<file path="config.mk">
export PLATFORM = sky130hd
export DESIGN_NAME = video_pattern_gen
export DESIGN_NICKNAME = d
export VERILOG_FILES = /design/src/rtl/video_pattern_pkg.sv /design/src/rtl/video_pattern_gen_box_mover.sv /design/src/rtl/video_pattern_gen.sv
export SDC_FILE = /design/constraint.sdc
export NUM_CORES = 1
export LEC_CHECK = 0
export BUFFER_PORTS_ARGS = -buffer_cell sky130_fd_sc_hd__buf_2
export CAP_MARGIN = 20
export CORE_ASPECT_RATIO = 1.5
export CORE_MARGIN = 2
export CORE_UTILIZATION = 55
export CTS_CLUSTER_SIZE = 14
export DETAILED_ROUTE_END_ITERATION = 7
export GPL_TIMING_DRIVEN = 0
export PLACE_DENSITY = 0.75
export SETUP_SLACK_MARGIN = 0.05
export SYNTH_ARGS = -nofsm -noshare
export SYNTH_HDL_FRONTEND = slang
export SYNTH_SLANG_ARGS = --single-unit
</file>
<file path="constraint.sdc">
create_clock -name pixel_clk -period 6.7 [get_ports pixel_clk]
set_clock_uncertainty 0.2 [all_clocks]
set_input_delay 1.34 -clock pixel_clk [delete_from_list [all_inputs] [get_ports pixel_clk]]
set_output_delay 1.34 -clock pixel_clk [all_outputs]
set_load 0.1 [all_outputs]
</file>
<file path="src/rtl/video_pattern_pkg.sv">
// Shared colours, mode encodings and palette lookup for the video test-pattern generator.
package video_pattern_pkg;

  localparam logic [23:0] RGB_WHITE   = 24'hFFFFFF;
  localparam logic [23:0] RGB_BLACK   = 24'h000000;
  localparam logic [23:0] RGB_RED     = 24'hFF0000;
  localparam logic [23:0] RGB_GREEN   = 24'h00FF00;
  localparam logic [23:0] RGB_BLUE    = 24'h0000FF;
  localparam logic [23:0] RGB_CYAN    = 24'h00FFFF;
  localparam logic [23:0] RGB_MAGENTA = 24'hFF00FF;
  localparam logic [23:0] RGB_YELLOW  = 24'hFFFF00;

  typedef enum logic [2:0] {
    PAL_WHITE   = 3'd0,
    PAL_BLACK   = 3'd1,
    PAL_RED     = 3'd2,
    PAL_GREEN   = 3'd3,
    PAL_BLUE    = 3'd4,
    PAL_CYAN    = 3'd5,
    PAL_MAGENTA = 3'd6,
    PAL_YELLOW  = 3'd7
  } pal_e;

  localparam logic [2:0] MODE_BARS  = 3'd0;
  localparam logic [2:0] MODE_RAMP  = 3'd1;
  localparam logic [2:0] MODE_CHECK = 3'd2;
  localparam logic [2:0] MODE_BOX   = 3'd3;

  function automatic logic [23:0] paletteRgb(input logic [2:0] idx);
    logic [23:0] rgb;
    rgb = RGB_BLACK;
    case (idx)
      PAL_WHITE:   rgb = RGB_WHITE;
      PAL_BLACK:   rgb = RGB_BLACK;
      PAL_RED:     rgb = RGB_RED;
      PAL_GREEN:   rgb = RGB_GREEN;
      PAL_BLUE:    rgb = RGB_BLUE;
      PAL_CYAN:    rgb = RGB_CYAN;
      PAL_MAGENTA: rgb = RGB_MAGENTA;
      PAL_YELLOW:  rgb = RGB_YELLOW;
      default:     rgb = RGB_BLACK;
    endcase
    return rgb;
  endfunction

endpackage

</file>
<file path="src/rtl/video_pattern_gen_box_mover.sv">
// Bouncing-box position tracker; advances one step per frame-end strobe on both axes.
module video_box_mover #(
  parameter int H_DISP   = 1280,
  parameter int V_DISP   = 720,
  parameter int BOX_SIZE = 64,
  parameter int BOX_STEP = 4
) (
  input  logic        clk_i,
  input  logic        rst_i,
  input  logic        frameEnd_i,
  output logic [10:0] boxX_o,
  output logic [10:0] boxY_o
);

  logic [10:0] boxX_q, boxX_d, boxY_q, boxY_d;
  logic        dirRight_q, dirRight_d, dirDown_q, dirDown_d;

  // Returns {forward, position}; forward means right (X) or down (Y).
  function automatic logic [11:0] nextAxis(input logic [10:0] pos, input logic fwd,
                                           input int limit);
    logic [10:0] p;
    logic        f;
    p = pos;
    f = fwd;
    if (fwd) begin
      if (int'(pos) + BOX_SIZE + BOX_STEP > limit) begin
        p = 11'(limit - BOX_SIZE);
        f = 1'b0;
      end else begin
        p = pos + 11'(BOX_STEP);
      end
    end else begin
      if (int'(pos) < BOX_STEP) begin
        p = '0;
        f = 1'b1;
      end else begin
        p = pos - 11'(BOX_STEP);
      end
    end
    return {f, p};
  endfunction

  always_comb begin
    {dirRight_d, boxX_d} = {dirRight_q, boxX_q};
    {dirDown_d, boxY_d}  = {dirDown_q, boxY_q};
    if (frameEnd_i) begin
      {dirRight_d, boxX_d} = nextAxis(boxX_q, dirRight_q, H_DISP);
      {dirDown_d, boxY_d}  = nextAxis(boxY_q, dirDown_q, V_DISP);
    end
  end

  always_ff @(posedge clk_i) begin
    if (rst_i) begin
      boxX_q     <= '0;
      boxY_q     <= '0;
      dirRight_q <= 1'b1;
      dirDown_q  <= 1'b1;
    end else begin
      boxX_q     <= boxX_d;
      boxY_q     <= boxY_d;
      dirRight_q <= dirRight_d;
      dirDown_q  <= dirDown_d;
    end
  end

  assign boxX_o = boxX_q;
  assign boxY_o = boxY_q;

endmodule

</file>
<file path="src/rtl/video_pattern_gen.sv">
// Multi-mode test-pattern generator (bars, grey ramp, checker, bouncing box, solid fills).
// Optional white one-pixel frame border enabled by defining VIDEO_PATTERN_BORDER_EN.
module video_pattern_gen
  import video_pattern_pkg::*;
#(
  parameter int H_DISP     = 1280,
  parameter int V_DISP     = 720,
  parameter int NUM_BARS   = 8,
  parameter int CHECK_LOG2 = 5,
  parameter int BOX_SIZE   = 64,
  parameter int BOX_STEP   = 4
) (
  input  logic        pixel_clk,
  input  logic        sys_rst,
  input  logic [10:0] pixel_xpos,
  input  logic [10:0] pixel_ypos,
  input  logic [2:0]  mode_sel,
  output logic [23:0] pixel_data,
  output logic [2:0]  active_mode,
  output logic [7:0]  frame_cnt
);

  logic [23:0] colour_q, colour_d, pixelData_q;
  logic [2:0]  activeMode_q, modeEff, barIdx;
  logic [7:0]  frameCnt_q, grey;
  logic [10:0] boxX, boxY;
  logic        frameStart, frameEnd, inActive, checkBit, boxHit;

  // Exact floor(x*256/H_DISP); divisor is a constant so this folds to fixed logic.
  function automatic logic [7:0] rampLevel(input logic [10:0] x);
    return 8'(({21'd0, x} << 8) / 32'(H_DISP));
  endfunction

  assign frameStart = (pixel_xpos == 11'd0) && (pixel_ypos == 11'd0);
  assign frameEnd   = (pixel_xpos == 11'(H_DISP - 1)) && (pixel_ypos == 11'(V_DISP - 1));
  assign inActive   = (int'(pixel_xpos) < H_DISP) && (int'(pixel_ypos) < V_DISP);
  assign modeEff    = frameStart ? mode_sel : activeMode_q;
  assign grey       = rampLevel(pixel_xpos);
  assign checkBit   = pixel_xpos[CHECK_LOG2] ^ pixel_ypos[CHECK_LOG2];
  assign boxHit     = (int'(pixel_xpos) >= int'(boxX)) && (int'(pixel_xpos) < int'(boxX) + BOX_SIZE) &&
                      (int'(pixel_ypos) >= int'(boxY)) && (int'(pixel_ypos) < int'(boxY) + BOX_SIZE);

  // Highest bar whose left edge is at or before x; the last bar absorbs the rounding slack.
  always_comb begin
    barIdx = '0;
    for (int i = 1; i < NUM_BARS; i++) begin
      if (int'(pixel_xpos) >= (i * H_DISP) / NUM_BARS) barIdx = 3'(i);
    end
  end

`ifdef VIDEO_PATTERN_BORDER_EN
  logic onBorder;
  assign onBorder = (pixel_xpos == 11'd0) || (pixel_xpos == 11'(H_DISP - 1)) ||
                    (pixel_ypos == 11'd0) || (pixel_ypos == 11'(V_DISP - 1));
`endif

  always_comb begin
    colour_d = RGB_BLACK;
    if (inActive) begin
      case (modeEff)
        MODE_BARS:  colour_d = paletteRgb(barIdx);
        MODE_RAMP:  colour_d = {grey, grey, grey};
        MODE_CHECK: colour_d = checkBit ? RGB_WHITE : RGB_BLACK;
        MODE_BOX:   colour_d = boxHit ? RGB_WHITE : RGB_BLUE;
        default:    colour_d = paletteRgb(modeEff);
      endcase
`ifdef VIDEO_PATTERN_BORDER_EN
      if (onBorder) colour_d = RGB_WHITE;
`endif
    end
  end

  // Two-stage pipeline: pattern register, then output register.
  always_ff @(posedge pixel_clk) begin
    if (sys_rst) begin
      colour_q     <= RGB_BLACK;
      pixelData_q  <= RGB_BLACK;
      activeMode_q <= '0;
      frameCnt_q   <= '0;
    end else begin
      colour_q    <= colour_d;
      pixelData_q <= colour_q;
      if (frameStart) activeMode_q <= mode_sel;
      if (frameEnd) frameCnt_q <= frameCnt_q + 8'd1;
    end
  end

  video_box_mover #(
    .H_DISP  (H_DISP),
    .V_DISP  (V_DISP),
    .BOX_SIZE(BOX_SIZE),
    .BOX_STEP(BOX_STEP)
  ) u_box_mover (
    .clk_i     (pixel_clk),
    .rst_i     (sys_rst),
    .frameEnd_i(frameEnd),
    .boxX_o    (boxX),
    .boxY_o    (boxY)
  );

  assign pixel_data  = pixelData_q;
  assign active_mode = activeMode_q;
  assign frame_cnt   = frameCnt_q;

endmodule
</file>
==> reports/qor.yml, run 1 <==
power.leakage_nw: 2.68
p_clk_share_pct: 41.6
cp-start-kind: "input port"
fmax_mhz: 197
fp-row-count: 46
dieArea_um2: 11500
cts_resized: 0
final_antenna_net_count: 0
worstSetupStartpoint: "pixel_xpos[10]"
swShare_pct: 30.7
fill_cells: 994
grt_usage_pct: 29.7
crit_type: "input port to register"
grt_pass1_wl_um: 27100
rrSetupSlack_ps: 2710
cts_tree: "yes"
synth_area_leaders: "dfxtp_1, ha_1, a21oi_1"
drt_wl_total_um: 17400
die_h_um: 131
path_clk_slew_ps: 70
p_per_area_nw_per_um2: 186
dp_slack_ps: 1410
yosysWarningCount: 0
post_cts_buffers: 0
status: "completed"
first_iter_violations: 442
grt_pass1_vias: 6004
p_sw_uw: 380
power.total_mw: 1.24
grt_max_degree: 17
intPower_uw: 857
setup_ws_ps: 1630
ctsLongestPathBuffers: 2
wl_per_cell_um: 17.5
yosysTopAreaCell: "dfxtp_1"
cp_data_arrival_time_ps: 5130
dp_hpwl_um: 13100
dominantRegCellSynth: "dfxtp_1"
hold_violations: 0
ios: 62
cts_hold_buf: 0
cts.sinks: 79
antenna_found_initial: 0
vias: 6214
post-route-period-util_pct: 75.7
r2r-end: "u_box_mover.boxY_o[10]"
yosysTopAreaCellShare_pct: 26.9
first_pass_iters: 5
start_util_pct: 56.1
setup_viol: 0
worstPathMaxFanout: 10
min_path_type: "register to register"
place_congestion: 0.918
required_ps: 6760
peakVddDrop_uv: 164
maxSlewViolCount: 0
fin_crit_ps: 5070
drc: 0
syn_inst: 773
syn2layout_area_growth_pct: 13.5
regToRegStartpoint: "u_box_mover.boxY_o[6]"
clkLatencyLatePin_ps: 340
io_buffer_count: 60
drive_gt1_share_pct: 11.8
seq_area_um2: 1580
syn_nets: 846
pwr-share-seq_pct: 38.9
pwr-share-comb_pct: 19.5
grt_overflow_total: 0
nets: 917
finalHoldWorstSlack_ps: 239
cp-endpoint: "colour_q[8]"
max_slew_margin_pct: 48.5
reg2reg_depth: 12
synth.distinct_cells: 80
synth_area_per_cell_um2: 7.60
synth_edf_count: 0
htree_levels: 3
via_per_inst: 6.25
timing.setup.tns_ps: 0
cts_root_buffer: "clkbuf_16"
timing.max_cap.violations: 0
design.core.area_um2: 10500
synth_seq_cells: 79
rsz0062_at_grt: "false"
cts_buffers: 9
multi_input_area_um2: 3940
synth_seq_area_share_pct: 26.9
worstMarginPinSlew_ps: 763
async_reset_ff_share_pct: 0
cp-end-kind: "register"
syn_area_um2: 5870
die_w_um: 88.4
critical path, cell delays in order:
cell	delay [ps]
buf_2	120
buf_2	170
clkbuf_1	240
buf_1	310
nor4_1	330
nand4_1	140
nor2_1	420
mux2i_1	630
and2_0	200
clkbuf_1	270
nand3_1	190
a31o_2	250
a2111o_1	410
o211ai_1	120
worst min-delay path by stage:
stage | start | to | cells past startpoint
4_1_cts | colour_q[16] | pixel_data[16] | 1
5_1_grt | colour_q[9] | pixel_data[9] | 1
3_5_place_dp | colour_q[16] | pixel_data[16] | 1
2_1_floorplan | colour_q[0] | pixel_data[0] | 1
6_report | colour_q[16] | pixel_data[16] | 1
3_3_place_gp | colour_q[16] | pixel_data[16] | 1
power groups by stage:
| stage | combinational, mW | sequential, mW | clock (mW) |
|---|---|---|---|
| 6_report | 0.241 | 0.481 | 0.515 |
| 5_1_grt | 0.261 | 0.481 | 0.542 |
| 4_1_cts | 0.236 | 0.481 | 0.521 |
| 3_5_place_dp | 0.235 | 0.491 | 0 |
| 3_3_place_gp | 0.229 | 0.491 | 0 |
| 2_1_floorplan | 0.151 | 0.515 | 0 |
cells in the mapped netlist (6+ instances only):
| cell | n |
|---|---|
| nand2_1 | 67 |
| mux2i_1 | 6 |
| clkbuf_1 | 38 |
| dfxtp_1 | 79 |
| a31oi_1 | 6 |
| inv_1 | 37 |
| o211ai_1 | 9 |
| nand4_1 | 14 |
| nor2b_1 | 27 |
| nor3_1 | 29 |
| o21ai_0 | 36 |
| nand2b_1 | 8 |
| nand3_1 | 26 |
| ha_1 | 46 |
| nor2_1 | 69 |
| xor2_1 | 11 |
| o22ai_1 | 11 |
| xnor2_1 | 16 |
| buf_2 | 9 |
| a211oi_1 | 10 |
| nor4_1 | 10 |
| o21a_1 | 17 |
| a221o_1 | 6 |
| a21oi_1 | 68 |
state kept, by name (all words and copies together), names as in the netlist:
register / flops
frame_cnt: 8
u_box_mover.dirRight_q: 1
u_box_mover.dirDown_q: 1
active_mode: 3
u_box_mover.boxY_o: 9
colour_q: 24
u_box_mover.boxX_o: 9
pixel_data: 24
kinds of logic (layout without fill, tap and decap cells):
logic type,count (synthesis),after routing,synth area share [%]
AOI/OAI and AO/OA,239,239,27.7
buffers and inverters,89,165,5.94
xor gates and xnor gates,27,27,4.03
muxes,8,8,1.47
other,0,1,0
adders and majority gates,47,47,9.97
and+or+nand+nor,284,284,23.9
DFF,79,79,26.9
per-stage QoR:
stage	utilization (%)	std cells	area, um^2
final	63.6	994	6670
after global routing	63.6	993	6660
after CTS	63.6	993	6660
after detailed placement	60.6	977	6350
after global placement	60.6	977	6350
after floorplan	-	773	5870
placed cells by master (no fill, tap or decap), drive strengths merged, types with 6 or more instances in the layout:
cell type / netlist / layout
nand2: 67 / 67
and2: 6 / 6
o22ai: 11 / 11
nand2b: 8 / 8
dfxtp: 79 / 79
o21a: 17 / 17
o21ai: 39 / 39
xnor2: 16 / 16
a221o: 6 / 6
nor4: 10 / 10
nor2: 69 / 69
ha: 46 / 46
inv: 38 / 42
nand4: 14 / 14
o31ai: 6 / 6
a21oi: 68 / 68
nor2b: 27 / 27
clkbuf: 38 / 47
a31oi: 7 / 7
o211ai: 9 / 9
buf: 12 / 72
nand3: 26 / 26
mux2i: 6 / 6
xor2: 11 / 11
a211oi: 10 / 10
nor3: 30 / 30
cell type report:
class | count | share of cell area [%]
Antenna cell | 1 | 0.0375
Inverter | 39 | 2.20
Multi-Input combinational cell | 605 | 59.1
Buffer | 50 | 3.04
Timing Repair Buffer | 60 | 4.51
Clock inverter | 7 | 1.28
Sequential cell | 79 | 23.7
Clock buffer | 9 | 3.38
Tap cell | 144 | 2.70
per-layer routing:
metal | GRT usage (%) | wire, um
met5 | 0 | 0
met4 | 18.4 | 865
met3 | 4.96 | 1080
met2 | 56.1 | 9190
met1 | 29.4 | 6220
(Power assumes the default switching activity.)
==> inputs of run 2 (changes only) <==
--- a/config.mk
+++ b/config.mk
@@ -5,15 +5,16 @@
 export SDC_FILE = /design/constraint.sdc
 export NUM_CORES = 1
 export LEC_CHECK = 0
+export ABC_AREA = 1
 export BUFFER_PORTS_ARGS = -buffer_cell sky130_fd_sc_hd__buf_2
 export CAP_MARGIN = 20
 export CORE_ASPECT_RATIO = 1.5
 export CORE_MARGIN = 2
-export CORE_UTILIZATION = 55
+export CORE_UTILIZATION = 53
 export CTS_CLUSTER_SIZE = 14
 export DETAILED_ROUTE_END_ITERATION = 7
 export GPL_TIMING_DRIVEN = 0
-export PLACE_DENSITY = 0.75
+export PLACE_DENSITY = 0.76
 export SETUP_SLACK_MARGIN = 0.05
 export SYNTH_ARGS = -nofsm -noshare
 export SYNTH_HDL_FRONTEND = slang
==> constraint.sdc (replaced) <==
create_clock -name pixel_clk -period 4.45 [get_ports pixel_clk]
set_clock_uncertainty 0.2 [all_clocks]
set_input_delay 0.89 -clock pixel_clk [delete_from_list [all_inputs] [get_ports pixel_clk]]
set_output_delay 0.89 -clock pixel_clk [all_outputs]
set_load 0.1 [all_outputs]
==> reports/qor.yml, run 2 <==
synth_area_leaders: "dfxtp_1, ha_1, nand2_1"
synth.most_common_cell: "nand2_1"
p_clk_share_pct: 40.5  # -1.1 points
layout_common_cells: "nand2_1, inv_1, dfxtp_1"
first_pass_iters: 5  # unchanged
fp-row-count: 44  # -4.3%
fin_crit_ps: 4040
worstPathMaxFanout: 10  # unchanged
die_w_um: 85.1  # -3.7%
dominantRegCellSynth: "dfxtp_1"
pwr-share-seq_pct: 38.0  # -0.9 points
timing.critical_path.cells: "buf_2 -> clkbuf_1 -> inv_2 -> nand3_1 -> or4_1 -> o21ai_1 -> inv_1 -> ha_1 -> inv_1 -> nor2_1 -> inv_1 -> a311oi_1 -> o221ai_1 -> nand3_1 -> a21oi_2 -> a21oi_1"
synth_top_family_by_area: "simple AND/OR/NAND/NOR gates"
regToRegStartpoint: "u_box_mover.boxX_o[2]"
placed_cell_area_um2: 5680  # -11%
cts_hold_buf: 0  # unchanged
synth_edf_count: 0  # unchanged
design_area_um2: 6020  # -9.7%
intPower_mw: 1.29  # +51%
ctsLongestPathBuffers: 2  # unchanged
cts_tree: "yes"
cp-endpoint: "colour_q[15]"
via_per_inst: 5.45  # -13%
peakVddDrop_uv: 350  # +110%
antenna_found_initial: 0  # unchanged
reg2reg_depth: 16  # +4
final_antenna_net_count: 0  # unchanged
drc: 0  # unchanged
synth_seq_cells: 79  # unchanged
synth_area_per_cell_um2: 6.91  # -9.0%
status: "completed"
fill_cells: 887  # -11%
dp_hpwl_um: 10800  # -17%
syn_nets: 830  # -1.9%
async_reset_ff_share_pct: 0  # unchanged
io_buffer_count: 60  # unchanged
grt_pass1_wl_um: 22500  # -17%
synth-compound-area-share_pct: 16.6  # -11 points
synth-adder-area-share_pct: 11.0  # +1.0 points
wl_per_cell_um: 14.4  # -18%
rrSetupSlack_ps: 1150  # -1560 ps
nets: 902  # -1.6%
slowest_delay_ps: 630  # about the same
n_antenna_cell: 0  # -1
cp-start-kind: "input port"
synthMuxAreaShare_pct: 0  # -1.5 points
power.leakage_nw: 2.92  # +8.9%
drive_gt1_share_pct: 14.5  # +2.7 points
critPathMostFrequentCell: "inv_1"
syn_inst: 757  # -2.1%
yosysTopAreaCell: "dfxtp_1"
r2r-end: "colour_q[15]"
hold_violations: 0  # unchanged
min-delay-start: "colour_q[10]"
setup_viol: 0  # unchanged
drt_wl_total_um: 13700  # -21%
cp-end-kind: "register"
worstMarginPinSlew_ps: 693  # -69.7 ps
synth_common_cells: "nand2_1, inv_1, dfxtp_1"
design.core.area_um2: 9630  # -8.0%
maxSlewViolCount: 0  # unchanged
clkLatencyLatePin_ps: 340  # about the same
cts.sinks: 79  # unchanged
crit_slowest_cell: "or4_1"
post-route-period-util_pct: 90.8
syn2layout_area_growth_pct: 15.1
path_clk_slew_ps: 70  # about the same
min_path_type: "register to register"
p_per_area_nw_per_um2: 316  # +70%
finalHoldWorstSlack_ps: 195  # -43.9 ps
synth_seq_area_share_pct: 30.2  # +3.3 points
yosys.area_share.simple_pct: 26.6  # +2.7 points
post_cts_buffers: 0  # unchanged
htree_levels: 3  # unchanged
place_congestion: 0.952  # +3.7%
dp_slack_ps: -498  # -1910 ps
crit_type: "input port to register"
required_ps: 4440  # -2320 ps
max_slew_margin_pct: 53.8  # +5.3 points
rsz0062_at_grt: "false"
ios: 62  # unchanged
yosysTopAreaCellShare_pct: 30.2  # +3.3 points
cp_data_arrival_time_ps: 4030  # -1100 ps
final_common_cell: "nand2_1"
timing.max_cap.violations: 0  # unchanged
first_iter_violations: 240  # -46%
yosysWarningCount: 0  # unchanged
p_sw_uw: 612  # +61%
yosys.area_share.xor_xnor_pct: 5.19  # +1.2 points
cts_buffers: 9  # unchanged
grt_usage_pct: 26.1  # -3.6 points
die_h_um: 126  # -3.7%
start_util_pct: 54.3  # -1.7 points
grt_pass1_vias: 5092  # -15%
grt_overflow_total: 0  # unchanged
dieArea_um2: 10700  # -7.2%
worstSetupStartpoint: "pixel_xpos[5]"
vias: 5172  # -17%
swShare_pct: 32.2  # +1.4 points
synth.distinct_cells: 42  # -48%
setup_ws_ps: 411  # -1220 ps
fmax_mhz: 248
cts_root_buffer: "clkbuf_16"
grt_max_degree: 17  # unchanged
pwr-share-comb_pct: 21.5  # +2.0 points
holdPathStages: 2  # +1
syn_area_um2: 5230  # -11%
==> run 2: changes by cell type after synthesis, sizes merged, moves of 7 or more <==
cell    before  now
nand2       67  158
inv         38  128
nor2b       27    0
clkbuf      38   14
nand3       26   46
xor2        11   29
nor3        30   13
xnor2       16    2
buf         12    0
o21a        17    5
o22ai       11    0
nand2b       8    0
nor2        69   77
a211oi      10    3
==> run 2: logic make-up (layout without fill, tap and decap cells) <==
logic type / after synthesis / after routing
compound gates: 144 / 144
xor+xnor: 31 / 31
fa+ha+maj: 46 / 46
buf+inv: 145 / 222
flops: 79 / 79
simple gates: 312 / 312
==> run 2: layout make-up <==
class                   instances  area, um^2  area share [%]
multi-input cells             533        3130            51.9
flip-flops and latches         79        1580            26.3
inverters                     131         492            8.17
repair buffers                 61         313            5.20
clock buffers                   9         225            3.74
well taps                     115         144            2.39
clock inverters                 7        86.3            1.43
plain buffers                  14        52.6           0.873
==> run 2: critical path, delay by kind of cell <==
| family | cells | cell delay (ps) |
|---|---|---|
| adders and majority gates | 1 | 220 |
| and+or+nand+nor | 4 | 900 |
| buffers and inverters | 6 | 910 |
| AOI/OAI and AO/OA | 5 | 1120 |
==> run 2: routing by layer <==
layer  up-vias  global-route usage (%)  wire (um)
met1      2329                    25.7       5060
li1       2626                       -          -
met5         -                       0          0
met2       167                    50.3       7310
met4         0                    14.1        619
met3        50                    4.39        664
==> run 2: metrics by stage <==
stage	TNS, ps	instances	power [mW]	util [%]
after floorplan	0	757	1.05	-
after global placement	-4350	932	1.12	58.9
after detailed placement	-5200	932	1.14	58.9
after CTS	0	948	1.92	62.2
after global routing	0	949	1.99	62.5
final	0	949	1.90	62.5
==> run 2: what timing repair did <==
action / 4_1_cts / 5_1_grt
resized for setup: 2 / 4
cloned: 0 / 0
setup endpoints to repair: 9 / 13
==> run 2: worst min-delay path by stage <==
stage | endpoint
after floorplan | pixel_data[0]
after global placement | pixel_data[23]
after detailed placement | pixel_data[10]
after CTS | pixel_data[10]
after global routing | pixel_data[6]
final | pixel_data[10]
==> run 2: power groups by stage <==
| stage | combinational (mW) | clock, mW | sequential, mW |
|---|---|---|---|
| 2_1_floorplan | 0.278 | 0 | 0.777 |
| 3_3_place_gp | 0.384 | 0 | 0.740 |
| 3_5_place_dp | 0.404 | 0 | 0.740 |
| 4_1_cts | 0.407 | 0.785 | 0.724 |
| 5_1_grt | 0.461 | 0.808 | 0.725 |
| 6_report | 0.410 | 0.770 | 0.724 |
==> inputs of run 3 (changes only) <==
--- a/config.mk
+++ b/config.mk
@@ -5,16 +5,15 @@
 export SDC_FILE = /design/constraint.sdc
 export NUM_CORES = 1
 export LEC_CHECK = 0
-export ABC_AREA = 1
 export BUFFER_PORTS_ARGS = -buffer_cell sky130_fd_sc_hd__buf_2
 export CAP_MARGIN = 20
 export CORE_ASPECT_RATIO = 1.5
 export CORE_MARGIN = 2
-export CORE_UTILIZATION = 53
+export CORE_UTILIZATION = 54
 export CTS_CLUSTER_SIZE = 14
 export DETAILED_ROUTE_END_ITERATION = 7
 export GPL_TIMING_DRIVEN = 0
-export PLACE_DENSITY = 0.76
+export PLACE_DENSITY = 0.77
 export SETUP_SLACK_MARGIN = 0.05
 export SYNTH_ARGS = -nofsm -noshare
 export SYNTH_HDL_FRONTEND = slang
==> reports/qor.yml, run 3 (synthesis results as in run 1) <==
htree_levels: 3  # unchanged
max_slew_margin_pct: 43.7  # -10 points
cts.sinks: 79  # unchanged
grt_usage_pct: 29.2  # +3.0 points
min-delay-start: "colour_q[10]"
timing.max_cap.violations: 0  # unchanged
antenna_found_initial: 0  # unchanged
stdcell_count: 996  # +5.0%
peakVddDrop_uv: 181  # -48%
grt_use_met2_pct: 52.6  # +2.4 points
swShare_pct: 31.0  # -1.1 points
syn2layout_area_growth_pct: 16.8
p_sw_uw: 588  # -4.0%
fmax_mhz: 230  # -7.0%
status: "completed"
cp-start-kind: "input port"
rsz0062_at_grt: "false"
cts_root_buffer: "clkbuf_16"
rrSetupSlack_ps: 730  # -420 ps
vias: 6265  # +21%
drt_wl_total_um: 17300  # +27%
ctsLongestPathBuffers: 2  # unchanged
design.core.area_um2: 10600  # +9.9%
n_antenna_cell: 0  # unchanged
path_buf_inv: 2  # -4
maxSlewViolCount: 0  # unchanged
power.leakage_nw: 2.75  # -5.8%
place_congestion: 0.947  # -0.55%
cts_buffers: 9  # unchanged
power.total_mw: 1.90  # -0.46%
dieArea_um2: 11700  # +9.7%
met3_usage_pct: 4.59  # +0.19 points
nets: 920  # +2.0%
drive_gt1_share_pct: 14.6  # +0.046 points
first_iter_violations: 537  # +120%
grt_pass1_vias: 6014  # +18%
timing.setup.tns_ps: 0  # unchanged
p_clk_share_pct: 40.8  # +0.3 points
setup_ws_ps: 108  # -303 ps
drc: 0  # unchanged
slowest_delay_ps: 500  # -130 ps
start_util_pct: 55.4  # +1.1 points
worstPathMaxFanout: 10  # unchanged
dp_cells: 977  # +4.8%
path_clk_slew_ps: 70  # about the same
holdPathStages: 1  # -1
regToRegStartpoint: "u_box_mover.boxY_o[6]"
min_path_type: "register to register"
dp_hpwl_um: 12900  # +19%
crit_type: "input port to register"
cp_top_family: "compound AO/OA/AOI/OAI gates"
seq_area_um2: 1580  # unchanged
cp_data_arrival_time_ps: 4390  # +360 ps
worstMarginPinSlew_ps: 834  # +140 ps
via_per_inst: 6.29  # +15%
cts_hold_buf: 0  # unchanged
io_buffer_count: 60  # unchanged
crit_cells: 13  # -3
final_common_cell: "dfxtp_1"
wl_per_cell_um: 17.4  # +21%
p_per_area_nw_per_um2: 276  # -13%
first_pass_iters: 8  # +3
grt_overflow_total: 0  # unchanged
die_h_um: 132  # +4.8%
intPower_mw: 1.31  # +1.2%
post-route-period-util_pct: 97.6  # +6.8 points
die_w_um: 89.1  # +4.7%
pwr-share-comb_pct: 21.1  # -0.4 points
fp-row-count: 46  # +4.5%
pwr-share-seq_pct: 38.2  # +0.2 points
reg2reg_depth: 12  # -4
cts_tree: "yes"
multi_input_area_um2: 4100  # +31%
crit_slowest_cell: "a221o_2"
grt_pass1_wl_um: 27900  # +24%
dp_slack_ps: -389  # +110 ps
fin_crit_ps: 4340  # +303 ps
holdPathEnd: "pixel_data[10]"
timing.critical_path.cells: "buf_2 -> buf_2 -> nand2b_1 -> o22ai_2 -> a221o_2 -> mux2_4 -> o32a_1 -> a221o_1 -> a311o_1 -> nor3_2 -> a2111oi_4 -> a2111o_1 -> o211ai_1"
clkLatencyLatePin_ps: 340  # about the same
ios: 62  # unchanged
grtUsageMet1_pct: 32.5  # +6.8 points
final_antenna_net_count: 0  # unchanged
r2r-end: "u_box_mover.boxY_o[10]"
fill_cells: 992  # +12%
required_ps: 4500  # +60 ps
hold_violations: 0  # unchanged
grt-busiest-layer: "met2"
grt_max_degree: 17  # unchanged
layout_common_cells: "dfxtp_1, buf_2, a21oi_1"
critPathMostFrequentCell: "buf_2"
setup_viol: 0  # unchanged
cp-end-kind: "register"
run 3: changes by cell type in the layout (fill, tap and decap cells not counted), sizes merged, moves of 17 or more:
cell / delta
clkbuf: +25
nor3: +17
nor2b: +27
xor2: -18
inv: -90
nand2: -91
nand3: -20
run 3: final cells by class:
class | count | share of cell area (%)
well taps | 144 | 2.63
clock inverters | 7 | 1.26
inverters | 39 | 2.19
repair buffers | 64 | 4.82
plain buffers | 49 | 2.97
multi-input cells | 605 | 59.8
clock buffers | 9 | 3.28
flip-flops and latches | 79 | 23.1
run 3: worst max path at each step:
stage                        start           end  slack (ps)
floorplan           pixel_xpos[10]  colour_q[16]         450
global placement    pixel_xpos[10]  colour_q[16]        -310
detailed placement  pixel_xpos[10]  colour_q[16]        -390
CTS                  pixel_xpos[5]   colour_q[9]          50
global route        pixel_xpos[10]  colour_q[16]          40
finish               pixel_xpos[7]  colour_q[16]         110
run 3: metal layers:
layer	share of wire [%]	wire length, um
met1	38	6570
met3	5.2	902
met2	53	9190
met4	3.8	663
met5	0	0
run 3: repair_timing:
action | 4_1_cts | 5_1_grt
pin swaps | 0 | 2
setup buffers | 0 | 4
gates cloned | 0 | 0
resized for setup | 4 | 28
setup endpoints to repair | 3 | 18
run 3: power by group through the flow:
| stage | clock network [mW] | logic, mW | registers, mW |
|---|---|---|---|
| finish | 0.773 | 0.400 | 0.723 |
| global route | 0.815 | 0.429 | 0.724 |
| CTS | 0.784 | 0.357 | 0.723 |
| detailed placement | 0 | 0.353 | 0.739 |
| global placement | 0 | 0.344 | 0.739 |
| floorplan | 0 | 0.228 | 0.776 |
run 3: through the flow:
step / utilization, % / hold slack [ps] / cell area (um^2)
5_1_grt: 64.7 / 252 / 6860
2_1_floorplan: - / 214 / 5870
3_3_place_gp: 60.0 / 220 / 6350
4_1_cts: 63.1 / 236 / 6680
6_report: 64.7 / 233 / 6860
3_5_place_dp: 60.0 / 220 / 6350
